**config.mk**
```make
export PLATFORM = sky130hd
export DESIGN_NAME = gpio_ctrl
export DESIGN_NICKNAME = d
export VERILOG_FILES = /design/src/rtl/gpio_ctrl.sv
export SDC_FILE = /design/constraint.sdc
export NUM_CORES = 1
export LEC_CHECK = 0
export BUFFER_PORTS_ARGS = -buffer_cell sky130_fd_sc_hd__buf_2
export CORE_ASPECT_RATIO = 1.4
export CORE_MARGIN = 2
export CORE_UTILIZATION = 42
export CTS_CLUSTER_SIZE = 16
export DETAILED_ROUTE_END_ITERATION = 16
export PLACE_DENSITY_LB_ADDON = 0.25
export SLEW_MARGIN = 20
export SYNTH_ARGS = -nofsm -noshare
export SYNTH_HDL_FRONTEND = slang
export SYNTH_SLANG_ARGS = --single-unit
```
**constraint.sdc**
```tcl
create_clock -name clk -period 1.4 [get_ports clk]
set_clock_uncertainty 0.2 [all_clocks]
set_input_delay 0.07 -clock clk [delete_from_list [all_inputs] [get_ports clk]]
set_output_delay 0.07 -clock clk [all_outputs]
set_load 0.02 [all_outputs]
```
**src/rtl/gpio_ctrl.sv**
```systemverilog
// GPIO controller: synchronised and debounced inputs with edge/level interrupt
// detection and sticky status, plus register-controlled outputs with atomic set/clear.
//
// Ports:
//   clk      - single clock, rising edge
//   rst      - asynchronous active-high reset
//   gpio_in  - asynchronous input pins (W_IN)
//   gpio_out - output pin register (W_OUT)
//   wr_en    - register write strobe
//   wr_addr  - register write address
//   wr_data  - write data, bits above the pin width are ignored
//   rd_en    - register read strobe
//   rd_addr  - register read address
//   rd_data  - registered read data, valid the cycle after rd_en
//   irq      - OR of (IRQ_STAT & IRQ_EN)
//
// Register map: 0 IN_STATE (RO), 1 OUT, 2 OUT_SET (WO), 3 OUT_CLR (WO),
//               4 IRQ_EN, 5 IRQ_EDGE, 6 IRQ_POL, 7 IRQ_STAT (RW1C)
module gpio_ctrl #(
  parameter int unsigned       W_IN        = 2,
  parameter int unsigned       W_OUT       = 3,
  parameter logic [W_OUT-1:0]  OUT_INIT    = '0,
  parameter logic [W_IN-1:0]   IN_INIT     = '0,
  parameter int unsigned       SYNC_STAGES = 2,
  parameter int unsigned       DEBOUNCE    = 0
) (
  input  logic              clk,
  input  logic              rst,
  input  logic [W_IN-1:0]   gpio_in,
  output logic [W_OUT-1:0]  gpio_out,
  input  logic              wr_en,
  input  logic [2:0]        wr_addr,
  input  logic [31:0]       wr_data,
  input  logic              rd_en,
  input  logic [2:0]        rd_addr,
  output logic [31:0]       rd_data,
  output logic              irq
);

  localparam logic [2:0] AddrInState = 3'd0;
  localparam logic [2:0] AddrOut     = 3'd1;
  localparam logic [2:0] AddrOutSet  = 3'd2;
  localparam logic [2:0] AddrOutClr  = 3'd3;
  localparam logic [2:0] AddrIrqEn   = 3'd4;
  localparam logic [2:0] AddrIrqEdge = 3'd5;
  localparam logic [2:0] AddrIrqPol  = 3'd6;
  localparam logic [2:0] AddrIrqStat = 3'd7;

  localparam int unsigned     CntW   = (DEBOUNCE > 0) ? $clog2(DEBOUNCE + 1) : 1;
  localparam logic [CntW-1:0] CntMax = CntW'(DEBOUNCE);

  // Stage 0 samples the pins; the last stage feeds the debouncer.
  logic [SYNC_STAGES-1:0][W_IN-1:0] sync_q;
  logic [W_IN-1:0]                  sync;

  logic [W_IN-1:0]            db_q, db_d, db_prev_q;
  logic [W_IN-1:0][CntW-1:0]  cnt_q, cnt_d;

  logic [W_OUT-1:0] out_q, out_d;
  logic [W_IN-1:0]  en_q, en_d, edge_q, edge_d, pol_q, pol_d, stat_q, stat_d;
  logic [W_IN-1:0]  det, stat_clr, wr_in;
  logic [W_OUT-1:0] wr_out;
  logic [31:0]      rd_mux, rd_data_q;

  // Upper write-data bits are architecturally ignored.
  logic unused_wr_data;
  assign unused_wr_data = ^wr_data;

  assign sync   = sync_q[SYNC_STAGES-1];
  assign wr_in  = wr_data[W_IN-1:0];
  assign wr_out = wr_data[W_OUT-1:0];

  // Debounce: db follows sync only after DEBOUNCE+1 consecutive differing cycles.
  always_comb begin
    db_d  = db_q;
    cnt_d = cnt_q;
    for (int i = 0; i < int'(W_IN); i++) begin
      if (sync[i] == db_q[i]) begin
        cnt_d[i] = '0;
      end else if (cnt_q[i] == CntMax) begin
        db_d[i]  = sync[i];
        cnt_d[i] = '0;
      end else begin
        cnt_d[i] = cnt_q[i] + 1'b1;
      end
    end
  end

  // Edge detect compares current against previous debounced state.
  assign det = (edge_q & ((pol_q & db_q & ~db_prev_q) | (~pol_q & ~db_q & db_prev_q)))
             | (~edge_q & ((pol_q & db_q) | (~pol_q & ~db_q)));

  always_comb begin
    out_d    = out_q;
    en_d     = en_q;
    edge_d   = edge_q;
    pol_d    = pol_q;
    stat_clr = '0;
    if (wr_en) begin
      unique case (wr_addr)
        AddrOut:     out_d    = wr_out;
        AddrOutSet:  out_d    = out_q | wr_out;
        AddrOutClr:  out_d    = out_q & ~wr_out;
        AddrIrqEn:   en_d     = wr_in;
        AddrIrqEdge: edge_d   = wr_in;
        AddrIrqPol:  pol_d    = wr_in;
        AddrIrqStat: stat_clr = wr_in;
        default:     ;
      endcase
    end
    // A new detect event overrides a same-cycle W1C.
    stat_d = (stat_q & ~stat_clr) | det;
  end

  // Read mux uses current (pre-write) register values.
  always_comb begin
    rd_mux = '0;
    unique case (rd_addr)
      AddrInState: rd_mux[W_IN-1:0]  = db_q;
      AddrOut:     rd_mux[W_OUT-1:0] = out_q;
      AddrIrqEn:   rd_mux[W_IN-1:0]  = en_q;
      AddrIrqEdge: rd_mux[W_IN-1:0]  = edge_q;
      AddrIrqPol:  rd_mux[W_IN-1:0]  = pol_q;
      AddrIrqStat: rd_mux[W_IN-1:0]  = stat_q;
      default:     rd_mux            = '0;
    endcase
  end

  always_ff @(posedge clk or posedge rst) begin
    if (rst) begin
      sync_q    <= {SYNC_STAGES{IN_INIT}};
      db_q      <= IN_INIT;
      db_prev_q <= IN_INIT;
      cnt_q     <= '0;
    end else begin
      sync_q    <= {sync_q[SYNC_STAGES-2:0], gpio_in};
      db_q      <= db_d;
      db_prev_q <= db_q;
      cnt_q     <= cnt_d;
    end
  end

  always_ff @(posedge clk or posedge rst) begin
    if (rst) begin
      out_q     <= OUT_INIT;
      en_q      <= '0;
      edge_q    <= '0;
      pol_q     <= '0;
      stat_q    <= '0;
      rd_data_q <= '0;
    end else begin
      out_q  <= out_d;
      en_q   <= en_d;
      edge_q <= edge_d;
      pol_q  <= pol_d;
      stat_q <= stat_d;
      if (rd_en) begin
        rd_data_q <= rd_mux;
      end
    end
  end

  assign gpio_out = out_q;
  assign rd_data  = rd_data_q;
  assign irq      = |(stat_q & en_q);

endmodule
```
==> results.cfg <==
[finish]
drive_gt1_frac = 0.282
antenna_cells = 0
utilization = 0.514
area_delta_synth_final_pct = 18.2
final_nets = 198
nFillCells = 280
fin_area_sq_mm = 0.00146

[grt]
grt_pass1_vias = 815
grt-ovfl-total = 0
grt_usage = 0.144
antenna_found_initial = 0
grt_pass1_wl_um = 3640
grt_max_degree = 23

[logic_synthesis]
synth-seq-cells = 22
syn_inst = 115
yosysSeqAreaShare = 0.444
yosysWarningCount = 0
synth_area_sq_mm = 0.00124
avgSynthCellArea_sq_um = 10.8
synthDistinctLibCells = 27

[placed_design]
postPlaceCellArea_sq_mm = 0.00127
gp_congestion = 0.798
numPortBuffers = 21
dp_hpwl_um = 1610

[critical_path]
rrSetupSlack_ps = 60
reg2regPathDepth = 5
critPathKind = flop to flop
reg2reg_from = pol_q[0]
cp_data_required_time_ps = 1320
crit_fanout = 4
r2r-end = stat_q[0]
cp_data_arrival_time_ps = 1260
crit_path_end_kind = flop
crit_path_start_kind = flop

[detailed_routing]
dr_total_vias = 862
ant_nets = 0
avgViaCountPerCell = 4.63
dr.pass1.iters = 4
drt_iter0_drc = 9
wl_per_cell_um = 11.8
wl_um = 2200
drc = 0

[worst_hold_path]
min_from = wr_addr[2]
min_path_type = input port to flop
worstHoldEndpoint = gpio_out[0]
hold_path_depth = 3

[clocking]
cts_made_buffers = 3
clock_latency_ps = 260
cts_tree = yes
cts_num_sinks = 22
htree_levels = 1
clkTransAtPathRegs_ps = 70
clk_path_buf_depth = 2
clock-root-buffer = clkbuf_8

[floorplan]
die_area_sq_mm = 0.00341
die_h_um = 68.3
initial_core_util = 0.435
io_pins = 80
fp-row-count = 23
core_area_sq_mm = 0.00285
die_w_um = 49.9

[sta]
finalHoldViolCount = 0
min_period_over_period = 0.958
slew_viol_final = 0
fmaxAchievable_mhz = 746
min_period_ps = 1340
setup_viol = 0
finalSetupTns_ps = 0
rsz0062_at_grt = false

[power_and_ir_drop]
vdd_ir_drop_max_mv = 0.666
switchingPower_w = 0.000505
p_per_area_mw_per_mm2 = 1220
p_comb_frac = 0.231
seq_power_share = 0.442
p_leak_nw = 0.717
power.share.switching = 0.283
p_int_w = 0.00128
p_total_w = 0.00178
clkPwrFrac = 0.327

[run_status]
outcome = completed

[flow_run]
max-cap-violations = 0
-- power by group through the flow --
stage          Combinational, W  Sequential, W  Clock, W
2_1_floorplan          0.000315       0.000812         0
3_3_place_gp           0.000373       0.000797         0
3_5_place_dp           0.000383       0.000801         0
4_1_cts                0.000412       0.000789  0.000602
5_1_grt                0.000454       0.000801  0.000639
6_report               0.000413       0.000788  0.000583
-- through the flow --
stage / std cells / setup WS (ps) / hold slack [ps]
2_1_floorplan: 143 / 127 / -141
3_3_place_gp: 170 / 120 / -85.5
3_5_place_dp: 170 / 96.7 / -74.2
4_1_cts: 185 / 38.4 / 6.62
5_1_grt: 186 / 1.68 / 33.7
6_report: 186 / 59.2 / 11.8
-- synthesized netlist by cell type --
master     n  area [sq um]
buf_4     29           218
dfrtp_1   22           551
mux2_2    10           113
inv_1      7          26.3
o21ai_0    6          30.0
a22o_1     4          35.0
ha_1       4          50.1
nand3_1    4          20.0
o211ai_1   4          30.0
nor2_1     3          11.3
clkbuf_1   2          7.51
mux2_4     2          30.0
nand2_1    2          7.51
nand2b_1   2          12.5
nand4_1    2          12.5
a31oi_1    1          6.26
a32oi_1    1          8.76
a41oi_1    1          8.76
and3b_1    1          8.76
buf_2      1          5.00
conb_1     1          3.75
inv_2      1          3.75
nand3b_1   1          7.51
nor3_1     1          5.00
nor3b_1    1          7.51
or3_4      1          11.3
xnor2_1    1          8.76
-- critical path, stage by stage (launching register included) --
cell	delay, ps
dfrtp_1	410
inv_1	70
ha_2	160
nand2b_1	130
o211ai_1	100
o211ai_1	140
-- worst max-delay path by stage --
stage / start / end / slack, ps / cells past startpoint
2_1_floorplan: gpio_out[1] / rd_data[1] / 130 / 3
3_3_place_gp: pol_q[1] / rd_data[1] / 120 / 3
3_5_place_dp: pol_q[0] / stat_q[0] / 100 / 5
4_1_cts: pol_q[0] / stat_q[0] / 40 / 5
5_1_grt: pol_q[0] / stat_q[0] / 2 / 5
6_report: pol_q[0] / stat_q[0] / 60 / 5
-- registers in the layout, indices dropped and copies added, names as in the netlist --
| name | flops |
|---|---|
| gpio_out | 3 |
| rd_data | 3 |
| db_prev_q | 2 |
| db_q | 2 |
| edge_q | 2 |
| en_q | 2 |
| pol_q | 2 |
| stat_q | 2 |
| sync | 2 |
| sync_q | 2 |
-- layer usage --
metal	global-route usage	wire, um	vias up
li1	-	-	404
met1	0.167	912	410
met2	0.247	1120	42
met3	0.0262	115	6
met4	0.0903	44	0
met5	0	0	-
-- layout make-up --
cell class	instances	area [sq um]	share of cell area
sequential	22	551	0.376
multi-input combinational	81	536	0.366
timing repair buffer	34	230	0.157
tap	37	46.3	0.0316
clock buffer	3	41.3	0.0282
clock inverter	1	30.0	0.0205
inverter	8	30.0	0.0205
-- cell families (layout without fill, tap and decap cells) --
kind of cell,after synthesis,count (layout),share of synthesized area
adder cells (fa/ha/maj),4,4,0.0404
flip-flops,22,22,0.444
other,1,29,0.00303
AND/OR/NAND/NOR,18,18,0.0838
XOR/XNOR,1,1,0.00707
AO/OA/AOI/OAI,17,17,0.0960
multiplexers,12,12,0.115
buffers and inverters,40,46,0.210
-- timing repair --
| action | in CTS | in global routing |
|---|---|---|
| setup buffers | 0 | 1 |
| endpoints found under the hold margin | 36 | 0 |
| setup endpoints to repair | 0 | 1 |
| resized for setup | 0 | 1 |
| hold buffers | 11 | 0 |
-- cell usage in the layout (no fill, tap or decap), types with 2 or more instances in the layout --
cell,n
conb_1,29
dfrtp_1,22
buf_2,21
dlygate4sd3_1,11
mux2_2,10
inv_1,7
o21ai_0,6
a22o_1,4
o211ai_1,4
nand3_1,4
nor2_1,3
ha_1,3
clkbuf_8,3
nand2_1,2
nand4_1,2
mux2_4,2
nand2b_1,2
buf_4,2
(Power assumes the default switching activity.)
